<file path="src/rtl/ro_seq_pkg.sv">
// Shared definitions for the RO sample sequencer: FSM encoding and sampling constants.
package ro_seq_pkg;

    typedef enum logic [1:0] {
        IDLE   = 2'd0,
        WARMUP = 2'd1,
        SAMPLE = 2'd2
    } seq_state_t;

    localparam int LANE_BITS     = 3;
    localparam int SAMPLE_PERIOD = 8;
    localparam int RCT_LIMIT     = 4;
    localparam int BYTE_W        = 8;

endpackage

</file>
<file path="src/rtl/ro_byte_fifo.sv">
// First-word fall-through byte FIFO; a push into a full FIFO is accepted only
// when a pop happens in the same cycle.
module ro_byte_fifo
    import ro_seq_pkg::*;
#(
    parameter int DEPTH = 4
) (
    input  logic              clk,
    input  logic              rst_n,
    input  logic              push,
    input  logic [BYTE_W-1:0] push_data,
    input  logic              pop,
    output logic [BYTE_W-1:0] head,
    output logic              full,
    output logic              empty
);

    localparam int PTR_W = $clog2(DEPTH);

    logic [BYTE_W-1:0] mem [DEPTH];
    logic [PTR_W-1:0]  wr_ptr;
    logic [PTR_W-1:0]  rd_ptr;
    logic [PTR_W:0]    count;
    logic              do_push;
    logic              do_pop;

    assign empty   = (count == '0);
    assign full    = (count == (PTR_W + 1)'(DEPTH));
    assign do_pop  = pop && !empty;
    assign do_push = push && (!full || do_pop);
    // Head reads as zero while empty so the output is defined straight out of reset.
    assign head    = empty ? '0 : mem[rd_ptr];

    always_ff @(posedge clk) begin
        if (do_push) begin
            mem[wr_ptr] <= push_data;
        end
    end

    always_ff @(posedge clk or posedge rst_n) begin
        if (rst_n) begin
            wr_ptr <= '0;
            rd_ptr <= '0;
            count  <= '0;
        end else begin
            if (do_push) begin
                wr_ptr <= wr_ptr + PTR_W'(1);
            end
            if (do_pop) begin
                rd_ptr <= rd_ptr + PTR_W'(1);
            end
            case ({do_push, do_pop})
                2'b10:   count <= count + (PTR_W + 1)'(1);
                2'b01:   count <= count - (PTR_W + 1)'(1);
                default: count <= count;
            endcase
        end
    end

endmodule

</file>
<file path="src/rtl/ro_sample_sequencer.sv">
// Enables both ROs, waits for the XOR buffer to fill, then captures one byte lane
// every SAMPLE_PERIOD clocks into an output FIFO. RO_SEQ_RCT_EN adds a repetition-count health test.
module ro_sample_sequencer
    import ro_seq_pkg::*;
#(
    parameter int FILL_CYCLES = 66,
    parameter int FIFO_DEPTH  = 4,
    parameter int CNT_W       = 8
) (
    input  logic                 clk,
    input  logic                 rst_n,
    input  logic                 start,
    input  logic                 abort,
    input  logic [LANE_BITS-1:0] lane_sel,
    input  logic [CNT_W-1:0]     req_bytes,
    input  logic [BYTE_W-1:0]    buf_data,
    output logic                 ro_activate_1,
    output logic                 ro_activate_2,
    output logic [LANE_BITS-1:0] out_sel,
    output logic [BYTE_W-1:0]    dout,
    output logic                 dout_valid,
    input  logic                 dout_ready,
    output logic                 busy,
    output logic                 overflow,
`ifdef RO_SEQ_RCT_EN
    output logic                 health_fail,
`endif
    output logic [1:0]           fsm_state
);

    // Output handshake: a byte transfers on every clock where dout_valid and
    // dout_ready are both high; dout holds the FIFO head whenever dout_valid is high.

    localparam int WARM_W  = $clog2(FILL_CYCLES + 1);
    localparam int PHASE_W = $clog2(SAMPLE_PERIOD);
    localparam logic [WARM_W-1:0]  WARM_LAST  = WARM_W'(FILL_CYCLES - 1);
    localparam logic [PHASE_W-1:0] PHASE_LAST = PHASE_W'(SAMPLE_PERIOD - 1);

    seq_state_t           state_q;
    seq_state_t           state_d;
    logic [WARM_W-1:0]    warm_cnt;
    logic [PHASE_W-1:0]   phase;
    logic [CNT_W-1:0]     remaining;
    logic                 run_forever;
    logic [LANE_BITS-1:0] out_sel_q;
    logic                 overflow_q;

    logic start_accept;
    logic capture;
    logic push;
    logic drop;
    logic rct_trip;
    logic fifo_full;
    logic fifo_empty;
    logic fifo_pop;

    assign start_accept = (state_q == IDLE) && start && !abort;
    assign capture      = (state_q == SAMPLE) && (phase == PHASE_LAST) && !abort;
    assign fifo_pop     = dout_valid && dout_ready;

`ifdef RO_SEQ_RCT_EN
    localparam int RCT_W = $clog2(RCT_LIMIT + 1);
    localparam logic [RCT_W-1:0] RCT_LAST = RCT_W'(RCT_LIMIT - 1);

    logic [RCT_W-1:0]  rct_cnt;
    logic [BYTE_W-1:0] rct_last;
    logic              health_q;

    // The run counter restarts at zero on each start, so the first capture never matches.
    assign rct_trip    = capture && (rct_cnt == RCT_LAST) && (buf_data == rct_last);
    assign health_fail = health_q;

    always_ff @(posedge clk or posedge rst_n) begin
        if (rst_n) begin
            rct_cnt  <= '0;
            rct_last <= '0;
            health_q <= 1'b0;
        end else begin
            if (start_accept) begin
                rct_cnt  <= '0;
                health_q <= 1'b0;
            end else if (capture) begin
                rct_last <= buf_data;
                if ((rct_cnt != '0) && (buf_data == rct_last)) begin
                    rct_cnt <= rct_cnt + RCT_W'(1);
                end else begin
                    rct_cnt <= RCT_W'(1);
                end
                if (rct_trip) begin
                    health_q <= 1'b1;
                end
            end
        end
    end
`else
    assign rct_trip = 1'b0;
`endif

    always_comb begin
        state_d = state_q;
        push    = 1'b0;
        drop    = 1'b0;
        unique case (state_q)
            IDLE:    if (start) state_d = WARMUP;
            WARMUP:  if (warm_cnt == WARM_LAST) state_d = SAMPLE;
            SAMPLE:  state_d = SAMPLE;
            default: state_d = IDLE;
        endcase
        if (capture) begin
            if (rct_trip) begin
                state_d = IDLE;
            end else if (!fifo_full || fifo_pop) begin
                push = 1'b1;
                if (!run_forever && (remaining == CNT_W'(1))) begin
                    state_d = IDLE;
                end
            end else begin
                drop = 1'b1;
            end
        end
        if (abort) begin
            state_d = IDLE;
        end
    end

    always_ff @(posedge clk or posedge rst_n) begin
        if (rst_n) begin
            state_q     <= IDLE;
            warm_cnt    <= '0;
            phase       <= '0;
            remaining   <= '0;
            run_forever <= 1'b0;
            out_sel_q   <= '0;
            overflow_q  <= 1'b0;
        end else begin
            state_q <= state_d;
            if (start_accept) begin
                out_sel_q   <= lane_sel;
                remaining   <= req_bytes;
                run_forever <= (req_bytes == '0);
                overflow_q  <= 1'b0;
                warm_cnt    <= '0;
            end
            if (state_q == WARMUP) begin
                warm_cnt <= warm_cnt + WARM_W'(1);
                phase    <= '0;
            end
            if (state_q == SAMPLE) begin
                phase <= phase + PHASE_W'(1);
            end
            if (push && !run_forever) begin
                remaining <= remaining - CNT_W'(1);
            end
            if (drop) begin
                overflow_q <= 1'b1;
            end
        end
    end

    ro_byte_fifo #(
        .DEPTH(FIFO_DEPTH)
    ) u_fifo (
        .clk      (clk),
        .rst_n    (rst_n),
        .push     (push),
        .push_data(buf_data),
        .pop      (fifo_pop),
        .head     (dout),
        .full     (fifo_full),
        .empty    (fifo_empty)
    );

    assign dout_valid    = !fifo_empty;
    assign busy          = (state_q != IDLE);
    assign ro_activate_1 = busy;
    assign ro_activate_2 = busy;
    assign out_sel       = out_sel_q;
    assign overflow      = overflow_q;
    assign fsm_state     = state_q;

endmodule

</file>
<file path="config.mk">
export PLATFORM = sky130hd
export DESIGN_NAME = ro_sample_sequencer
export DESIGN_NICKNAME = d
export VERILOG_FILES = /design/src/rtl/ro_seq_pkg.sv /design/src/rtl/ro_byte_fifo.sv /design/src/rtl/ro_sample_sequencer.sv
export SDC_FILE = /design/constraint.sdc
export NUM_CORES = 1
export LEC_CHECK = 0
export ABC_CLOCK_PERIOD_IN_PS = 6950
export CAP_MARGIN = 20
export CORE_MARGIN = 5
export CORE_UTILIZATION = 59
export CTS_BUF_LIST = sky130_fd_sc_hd__clkbuf_16
export CTS_CLUSTER_DIAMETER = 120
export DETAILED_ROUTE_END_ITERATION = 8
export GPL_ROUTABILITY_DRIVEN = 1
export GPL_TIMING_DRIVEN = 0
export HOLD_SLACK_MARGIN = 0.02
export PLACE_DENSITY_LB_ADDON = 0.08
export SLEW_MARGIN = 30
export SYNTH_ARGS = -nofsm -noshare
export SYNTH_HDL_FRONTEND = slang
export SYNTH_SLANG_ARGS = --single-unit
</file>
<file path="constraint.sdc">
create_clock -name clk -period 6.95 [get_ports clk]
set_clock_uncertainty 0.1 [all_clocks]
set_input_delay 2.085 -clock clk [delete_from_list [all_inputs] [get_ports clk]]
set_output_delay 2.085 -clock clk [all_outputs]
set_load 0.01 [all_outputs]
</file>
Word level (Yosys, flattened, before mapping)
Memories as Yosys holds them, arrays and structs flattened.
Index checks and enable logic that the tools add are counted.
{"block": "totals", "mem_bits_rw": 32, "latch_bits": 0, "memories": 1, "in_bits": 24, "romBits": 0, "regBits": 32, "word_cells": 73}
{"block": "classes", "addsub": 7, "n_reduce_logical": 24, "div": 0, "mux": 23, "bitwise": 0, "n_mul": 0, "eq_ne": 8, "magnitude_cmp": 0, "shift": 0}
{"name": "u_fifo.mem", "depth": 4, "word_bits": 8, "rd": 1, "rd_ports_with_merged_regs": 0, "wr": 1, "line_no": "ro_byte_fifo.sv:20", "text": "logic [BYTE_W-1:0] mem [DEPTH];"}
{"cell": "8-bit 2-to-1 mux", "count": 3}
{"cell": "7-bit 2-to-1 mux", "count": 2}
{"cell": "2-bit 2-to-1 mux", "count": 6}
{"cell": "2-bit nonzero test", "count": 6}
{"cell": "1-bit logical AND", "count": 9}
{"cell": "8-bit by 1-bit == test with 1-bit output (second input constant)", "count": 1}
{"cell": "8-bit zero test", "count": 1}
{"cell": "1-bit 2-to-1 mux", "count": 8}
{"cell": "8-bit by 1-bit subtractor with 8-bit output (second input constant)", "count": 1}
{"cell": "7-bit by 1-bit adder with 7-bit output (second input constant)", "count": 1}
{"cell": "7-bit == test (second input constant)", "count": 1}
{"cell": "3-bit by 1-bit adder with 3-bit output (second input constant)", "count": 2}
{"cell": "3-bit == test (second input constant)", "count": 2}
{"cell": "3-bit 2-to-1 mux", "count": 2}
{"cell": "2-bit one-hot mux with 3 select lines", "count": 1}
{"cell": "3-bit one-hot mux with 2 select lines", "count": 1}
{"cell": "2-bit by 1-bit adder with 2-bit output (second input constant)", "count": 2}
{"cell": "2-bit by 1-bit == test with 1-bit output (second input constant)", "count": 2}
{"cell": "2-bit == test (second input constant)", "count": 2}
{"cell": "1-bit zero test", "count": 4}
{"cell": "3-bit zero test", "count": 1}
{"cell": "3-bit by 1-bit subtractor with 3-bit output (second input constant)", "count": 1}
{"cell": "2-bit zero test", "count": 1}
{"cell": "1-bit logical OR", "count": 2}

Depth between registers and ports, before layout
Gate-level depths: netlist of the first run.
{"block": "logic_depth", "depth_word": 9, "depth_mapped": 11, "ltp_nobuf": 11}

Modules after synthesis
From an unflattened synthesis of the first run, not the netlist that was laid out.
{"block": "hier_totals", "cells_unflattened": 262, "hier_area_um2": 3221.8}
{"module": "ro_byte_fifo", "cells_each": 106, "n_inst": 1, "area_per_inst_um2": 1725.4, "seq_area_each_um2": 1136.1}
{"module": "ro_sample_sequencer", "cells_each": 156, "n_inst": 1, "area_per_inst_um2": 1496.4, "seq_area_each_um2": 625.6}

Worst setup path after synthesis of the first run
No wires, ideal clock.
{"block": "synth_timing", "path_type": "input to register", "start": "in dout_ready", "end": "reg u_fifo.count[2]", "arrival_time_ps": 3773, "t_required_ps": 6771, "setup_time_ps": 79, "cell_stages": 9, "setup_slack_ps": 2997, "path_cell_list": "nor4b_1 -> nor2_1 -> inv_1 -> ha_1 -> inv_1 -> fa_1 -> xor2_1 -> nor2_1 -> xor2_1"}
{"block": "synth_between", "elab_chain_cells": 7, "word_cells_on_any_way": 11, "classes_between": "eq/ne (2); mux (3); reduce/logical (6)"}
{"element": "start: declaration", "line_no": "ro_sample_sequencer.sv:22", "text": "input logic dout_ready,"}
{"element": "1-bit logical AND *", "line_no": "ro_sample_sequencer.sv:59", "text": "assign fifo_pop = dout_valid && dout_ready;"}
{"element": "1-bit logical OR", "line_no": "ro_sample_sequencer.sv:112", "text": "end else if (!fifo_full || fifo_pop) begin"}
{"element": "1-bit 2-to-1 mux", "line_no": "ro_sample_sequencer.sv:112"}
{"element": "1-bit 2-to-1 mux", "line_no": "ro_sample_sequencer.sv:109", "text": "if (capture) begin"}
{"element": "1-bit logical AND", "line_no": "ro_byte_fifo.sv:30", "text": "assign do_push = push && (!full || do_pop);"}
{"element": "2-bit by 1-bit == test with 1-bit output / 2-bit == test (equally long branches)", "line_no": "ro_byte_fifo.sv:52", "text": "case ({do_push, do_pop})"}
{"element": "3-bit one-hot mux with 2 select lines / 2-bit nonzero test (equally long branches)"}
{"element": "end signal: assignment", "line_no": "ro_byte_fifo.sv:53", "text": "2'b10: count <= count + (PTR_W + 1)'(1);"}
{"element": "end signal: assignment", "line_no": "ro_byte_fifo.sv:54", "text": "2'b01: count <= count - (PTR_W + 1)'(1);"}
{"element": "end signal: assignment", "line_no": "ro_byte_fifo.sv:55", "text": "default: count <= count;"}
{"element": "end: declaration", "line_no": "ro_byte_fifo.sv:23", "text": "logic [PTR_W:0] count;"}
Every way passes the cells marked *; elsewhere a longest branch is shown, timed or not.
A chain may end at the register's enable or synchronous reset.

Final worst setup path of the first run
{"block": "layout_timing", "start": "reg u_fifo.rd_ptr[1]", "end": "out dout[4]"}
{"block": "layout_between", "elab_chain_cells": 2}
{"element": "start: declaration", "line_no": "ro_byte_fifo.sv:22", "text": "logic [PTR_W-1:0] rd_ptr;"}
{"element": "start signal: assignment", "line_no": "ro_byte_fifo.sv:50", "text": "rd_ptr <= rd_ptr + PTR_W'(1);"}
{"element": "memory read 4 x 8 bit"}
{"element": "8-bit 2-to-1 mux", "line_no": "ro_byte_fifo.sv:32", "text": "assign head = empty ? '0 : mem[rd_ptr];"}
{"element": "end: declaration", "line_no": "ro_sample_sequencer.sv:20", "text": "output logic [BYTE_W-1:0] dout,"}
No other way between the ends.

==> results of run 1 <==
==> placed cells by master (no fill, tap or decap), types with 2 or more instances in the layout <==
cell type / synthesis / layout
buf_4: 2 / 2
nand3_1: 7 / 7
or2_2: 3 / 3
clkbuf_16: 0 / 9
nor4_1: 5 / 5
mux4_2: 8 / 8
ha_1: 15 / 15
nor2_1: 4 / 4
xnor2_1: 3 / 3
dfrtp_1: 32 / 32
o21ai_1: 3 / 3
nand3b_1: 3 / 3
mux2i_1: 4 / 4
a221o_1: 4 / 4
clkinv_1: 0 / 3
inv_1: 18 / 19
nand2_1: 22 / 22
bufinv_16: 0 / 2
buf_6: 2 / 2
nor3_1: 5 / 5
clkbuf_1: 4 / 4
clkdlybuf4s50_1: 0 / 41
nor4b_1: 2 / 2
xor2_1: 4 / 4
and2_1: 13 / 13
a21oi_1: 3 / 3
edfxtp_1: 32 / 32
o21ai_0: 16 / 16
nand4_1: 2 / 2
==> stage by stage <==
stage / power (mW) / hold WS [ps] / setup WS [ps] / utilization / instance area (µm²)
6_report: 1.28 / 379 / 2610 / 0.763 / 3840
5_1_grt: 1.35 / 403 / 2380 / 0.763 / 3840
4_1_cts: 1.29 / 380 / 2580 / 0.763 / 3840
3_5_place_dp: 0.832 / 368 / 2270 / 0.702 / 3540
3_3_place_gp: 0.823 / 360 / 2340 / 0.702 / 3540
2_1_floorplan: 0.695 / 357 / 3000 / - / 3040
==> logic make-up (layout without fill, tap and decap cells) <==
family | Yosys count | count (layout) | synth area share
and+or+nand+nor | 75 | 75 | 0.141
DFF | 64 | 64 | 0.579
AOI/OAI and AO/OA | 35 | 35 | 0.0744
buffers and inverters | 27 | 84 | 0.0411
adders and majority gates | 16 | 16 | 0.0683
muxes | 13 | 13 | 0.0761
xor gates and xnor gates | 7 | 7 | 0.0201
==> power by group through the flow <==
stage / Combinational, mW / Clock, mW / Sequential, mW
6_report: 0.349 / 0.456 / 0.479
5_1_grt: 0.385 / 0.481 / 0.487
4_1_cts: 0.355 / 0.460 / 0.479
3_5_place_dp: 0.348 / 0 / 0.485
3_3_place_gp: 0.340 / 0 / 0.483
2_1_floorplan: 0.218 / 0 / 0.478
==> path summary, 6_finish.rpt <==
check                                         endpoint  depth (start not counted)
max                                            dout[4]                          4
min                             out_sel[0]$_DFFE_PP0P_                          2
max reg2reg                u_fifo.count[2]$_DFFE_PP0P_                         11
min reg2reg                     out_sel[0]$_DFFE_PP0P_                          2
max in group asynchronous      warm_cnt[2]$_DFFE_PP0P_                          2
min in group asynchronous     remaining[3]$_DFFE_PP0P_                          2
==> cells in the mapped netlist, types with 2 or more instances <==
cell	count
a21oi_1	3
a221o_1	4
and2_1	13
buf_4	2
buf_6	2
clkbuf_1	4
dfrtp_1	32
edfxtp_1	32
ha_1	15
inv_1	18
mux2i_1	4
mux4_2	8
nand2_1	22
nand3_1	7
nand3b_1	3
nand4_1	2
nor2_1	4
nor3_1	5
nor4_1	5
nor4b_1	2
o21ai_0	16
o21ai_1	3
or2_2	3
xnor2_1	3
xor2_1	4
==> sequential cells by signal, summed over array words and instances (netlist names) <==
signal / count
warm_cnt: 7
phase: 3
overflow: 1
out_sel: 3
u_fifo.count: 3
u_fifo.rd_ptr: 2
fsm_state: 2
run_forever: 1
u_fifo.wr_ptr: 2
u_fifo.mem: 32
remaining: 8
==> routing by layer <==
metal | vias to the layer above | GRT usage | share of wire
li1 | 967 | - | -
met1 | 984 | 0.269 | 0.45
met2 | 38 | 0.325 | 0.49
met3 | 8 | 0.0537 | 0.043
met4 | 0 | 0.0797 | 0.016
met5 | - | 0 | 0
==> final cells by class <==
type | count | area share
multi-input cells | 146 | 0.301
inverters | 18 | 0.0176
flip-flops and latches | 64 | 0.458
plain buffers | 9 | 0.0150
clock inverters | 7 | 0.0205
well taps | 70 | 0.0228
repair buffers | 41 | 0.107
clock buffers | 9 | 0.0586
==> critical path: stages (launching register included) <==
cell             delay (ps)
dfrtp_1                 320
clkbuf_1                450
mux4_2                  390
and2_1                  180
clkdlybuf4s50_1         500
==> impl_metrics.env, run 1 <==
export IMPL_arrival_ps=2160
export IMPL_nNetsFinal=329
export IMPL_antenna_found_initial=0
export IMPL_cp_start_kind="flip-flop"
export IMPL_ys_ff_latch=64
export IMPL_power_switching_uw=342
export IMPL_cap_violations=0
export IMPL_power_share_clock=0.355
export IMPL_drive_gt1_frac=0.122
export IMPL_synth_edf_count=32
export IMPL_hold_class="reg -> reg"
export IMPL_regToRegSetupSlack_ps=4300
export IMPL_tightest_slew_ps=668
export IMPL_setup_viol=0
export IMPL_place_inst=348
export IMPL_power_density_nw_per_um2=334
export IMPL_netlist_instances=237
export IMPL_r2r_start="fsm_state[0]$_DFF_PP0_"
export IMPL_antenna_cells=0
export IMPL_ys_warnings_count=0
export IMPL_htree_levels=3
export IMPL_start_util=0.603
export IMPL_netlist_area_leader_share=0.316
export IMPL_ys_types=46
export IMPL_cts_tree="done"
export IMPL_wl_um=5860
export IMPL_worstSetupEndpointType="output port"
export IMPL_power_frac_comb=0.271
export IMPL_grt_pass1_wl_um=9950
export IMPL_gp_congestion=0.834
export IMPL_relSlewSlack=0.554
export IMPL_finalNonFillerCells=364
export IMPL_cts_sinks=64
export IMPL_status="finished clean"
export IMPL_core_um2=5040
export IMPL_grt_overflow=0
export IMPL_num_vias=1997
export IMPL_seq_power_share=0.373
export IMPL_grt_max_degree=33
export IMPL_first_pass_iters=4
export IMPL_synthesis_area_um2=3040
export IMPL_clk_pin_slew_ps=50
export IMPL_clock_latency_ps=320
export IMPL_swShare=0.266
export IMPL_crit_type="reg -> out"
export IMPL_grtUsageTotal=0.204
export IMPL_wl_per_cell_um=16.1
export IMPL_finalHoldViolCount=0
export IMPL_fin_crit_sh=0.625
export IMPL_syn_to_final_growth_pct=26.4
export IMPL_holdBufCountCts=0
export IMPL_cts_inserted_buffers=9
export IMPL_fin_setup_tns_ps=0
export IMPL_synth_largest_area_cell="edfxtp_1"
export IMPL_vias_per_cell=5.49
export IMPL_fp_dieH_um=81.8
export IMPL_min_period_ps=4340
export IMPL_synth_area_top_cells="edfxtp_1, dfrtp_1, ha_1"
export IMPL_cts_resized=0
export IMPL_hpwl_um=3890
export IMPL_nFillCells=334
export IMPL_synth_main_ff_cell="edfxtp_1"
export IMPL_detail_route_antenna_nets=0
export IMPL_post_cts_buffers=0
export IMPL_intPower_uw=942
export IMPL_min_delay_start="out_sel[0]$_DFFE_PP0P_"
export IMPL_drtIter0Drc=144
export IMPL_synthArstFlopShare=0.500
export IMPL_io_pin_count=42
export IMPL_regArea_um2=1760
export IMPL_cts_root_buffer="clkbuf_16"
export IMPL_grt_setup_unrepaired="no"
export IMPL_synth_nets=277
export IMPL_cp_required_ps=4760
export IMPL_avgSynthCellArea_um2=12.8
export IMPL_multi_input_area_um2=1160
export IMPL_die_area_um2=6690
export IMPL_cts_buffer_depth=2
export IMPL_die_w_um=81.8
export IMPL_maxSlewViolCount=0
export IMPL_port_buffers=41
export IMPL_critical_path_max_fanout=9
export IMPL_first_global_vias=2081
export IMPL_cp_startpoint="u_fifo.rd_ptr[1]$_DFFE_PP0P_"
export IMPL_synth_seq_area_share=0.579
export IMPL_vdd_ir_drop_max_mv=0.196
export IMPL_drc_errors=0
export IMPL_max_freq_mhz=230
export IMPL_num_rows=26
export IMPL_power_leakage_nw=1.54
No activity file was read; power rests on OpenSTA's default activity.
==> run 2: changes to the inputs <==
- ABC_CLOCK_PERIOD_IN_PS: 6950 -> 4290
- CORE_UTILIZATION: 59 -> 54
- clock period: 6.95 -> 4.29 ns (I/O delays scaled with it)
==> run 2 against run 1 <==
  * Sequential share of layout area down 0.074 points
  * Sequential power up 62%
  * Design area up 0.16%
  * Power up 61%
  * Worst setup slack worse by 1900 ps
  * Critical path type is now in -> reg
  * Critical endpoint is now u_fifo.count[2]$_DFFE_PP0P_
==> impl_metrics.env, run 2 (synthesis results as in run 1) <==
export IMPL_start_util=0.553
export IMPL_die_area_um2=7240
export IMPL_setup_viol=0
export IMPL_hold_class="reg -> reg"
export IMPL_critical_path_max_fanout=8
export IMPL_cts_resized=0
export IMPL_swShare=0.263
export IMPL_wl_per_cell_um=15.4
export IMPL_fin_setup_tns_ps=0
export IMPL_intPower_mw=1.53
export IMPL_min_period_ps=3620
export IMPL_r2r_end="u_fifo.count[2]$_DFFE_PP0P_"
export IMPL_syn_to_final_growth_pct=26.6
export IMPL_grt_setup_unrepaired="no"
export IMPL_placed_area_um2=3540
export IMPL_cts_tree="done"
export IMPL_vias_per_cell=5.37
export IMPL_power_switching_uw=546
export IMPL_power_frac_comb=0.266
export IMPL_port_buffers=41
export IMPL_hpwl_um=3990
export IMPL_cp_start_kind="primary input"
export IMPL_num_rows=27
export IMPL_maxSlewViolCount=0
export IMPL_min_delay_start="out_sel[1]$_DFFE_PP0P_"
export IMPL_layout_commonest_cell="clkdlybuf4s50_1"
export IMPL_hold_depth=2
export IMPL_num_vias=1967
export IMPL_cts_sinks=64
export IMPL_tightest_slew_ps=686
export IMPL_clock_latency_ps=320
export IMPL_fin_crit_sh=0.844
export IMPL_regToRegSetupSlack_ps=1620
export IMPL_r2r_cells=9
export IMPL_core_um2=5510
export IMPL_power_mw=2.07
export IMPL_vdd_ir_drop_max_mv=0.277
export IMPL_largest_reg_flops=32
export IMPL_drtIter0Drc=74
export IMPL_grtUsageTotal=0.168
export IMPL_detail_route_antenna_nets=0
export IMPL_fin_area_um2=3850
export IMPL_power_share_clock=0.358
export IMPL_cts_root_buffer="clkbuf_16"
export IMPL_fp_dieH_um=85.1
export IMPL_r2r_start="u_fifo.count[0]$_DFFE_PP0P_"
export IMPL_drive_gt1_frac=0.126
export IMPL_status="finished clean"
export IMPL_antenna_found_initial=0
export IMPL_top_regs="u_fifo.mem (32), remaining (8), warm_cnt (7)"
export IMPL_cts_buffer_depth=2
export IMPL_io_pin_count=42
export IMPL_finalHoldViolCount=0
export IMPL_power_density_nw_per_um2=538
export IMPL_relSlewSlack=0.542
export IMPL_grt_max_degree=33
export IMPL_drc_errors=0
export IMPL_final_cell_mix="clkdlybuf4s50_1, dfrtp_1, edfxtp_1"
export IMPL_die_w_um=85.1
export IMPL_gp_congestion=0.822
export IMPL_post_cts_buffers=0
export IMPL_seq_power_share=0.375
export IMPL_worstSetupEndpointType="flip-flop"
export IMPL_grt_pass1_wl_um=9470
export IMPL_antenna_cells=0
export IMPL_crit_type="in -> reg"
export IMPL_cp_required_ps=4430
export IMPL_first_pass_iters=4
export IMPL_cap_violations=0
export IMPL_clk_pin_slew_ps=50
export IMPL_grt_overflow=0
export IMPL_power_leakage_nw=1.54
export IMPL_largest_register="u_fifo.mem"
export IMPL_cts_inserted_buffers=9
export IMPL_wl_um=5630
export IMPL_finalCoreUtilization=0.699
export IMPL_max_freq_mhz=276
export IMPL_arrival_ps=3760
export IMPL_hold_end="out_sel[1]$_DFFE_PP0P_"
export IMPL_holdBufCountCts=0
export IMPL_htree_levels=3
export IMPL_nNetsFinal=329
export IMPL_first_global_vias=1987
run 2: worst max path at each step:
stage | start | endpoint | slack (ps) | cells past startpoint
2_1_floorplan | dout_ready | u_fifo.count[2]$_DFFE_PP0P_ | 1140 | 9
3_3_place_gp | dout_ready | u_fifo.count[2]$_DFFE_PP0P_ | 460 | 10
3_5_place_dp | dout_ready | u_fifo.count[2]$_DFFE_PP0P_ | 380 | 10
4_1_cts | dout_ready | u_fifo.count[2]$_DFFE_PP0P_ | 700 | 10
5_1_grt | dout_ready | u_fifo.count[2]$_DFFE_PP0P_ | 450 | 10
6_report | dout_ready | u_fifo.count[2]$_DFFE_PP0P_ | 670 | 10
run 2: layout make-up:
class / count / area, µm²
Buffer: 9 / 57.6
Clock buffer: 9 / 225
Clock inverter: 7 / 82.6
Fill cell: 412 / 1660
Inverter: 18 / 67.6
Multi-Input combinational cell: 146 / 1160
Sequential cell: 64 / 1760
Tap cell: 72 / 90.1
Timing Repair Buffer: 41 / 410
run 2: worst max-delay path: stages:
cell and delay, ps:
clkdlybuf4s50_1 460, nor4b_1 570, nor2_1 280, inv_1 110, ha_1 190, inv_1 60
fa_1 370, xor2_1 150, nor2_1 110, xor2_1 170
run 2: metal layers:
layer,vias to the layer above,wire length (µm),track usage
li1,972,-,-
met1,960,2550,0.212
met2,27,2780,0.276
met3,8,200,0.0417
met4,0,106,0.0748
met5,-,0,0
run 2: power by group through the flow:
stage | Combinational (mW) | Clock [mW] | Sequential [mW]
6_report | 0.551 | 0.742 | 0.777
5_1_grt | 0.610 | 0.794 | 0.789
4_1_cts | 0.563 | 0.759 | 0.777
3_5_place_dp | 0.561 | 0 | 0.786
3_3_place_gp | 0.551 | 0 | 0.782
2_1_floorplan | 0.353 | 0 | 0.774
run 2: per-stage QoR:
stage	cells	worst slack [ps]	hold WS, ps
4_1_cts	366	697	379
3_5_place_dp	350	384	366
6_report	366	668	377
2_1_floorplan	237	1140	357
3_3_place_gp	350	456	361
5_1_grt	366	448	420
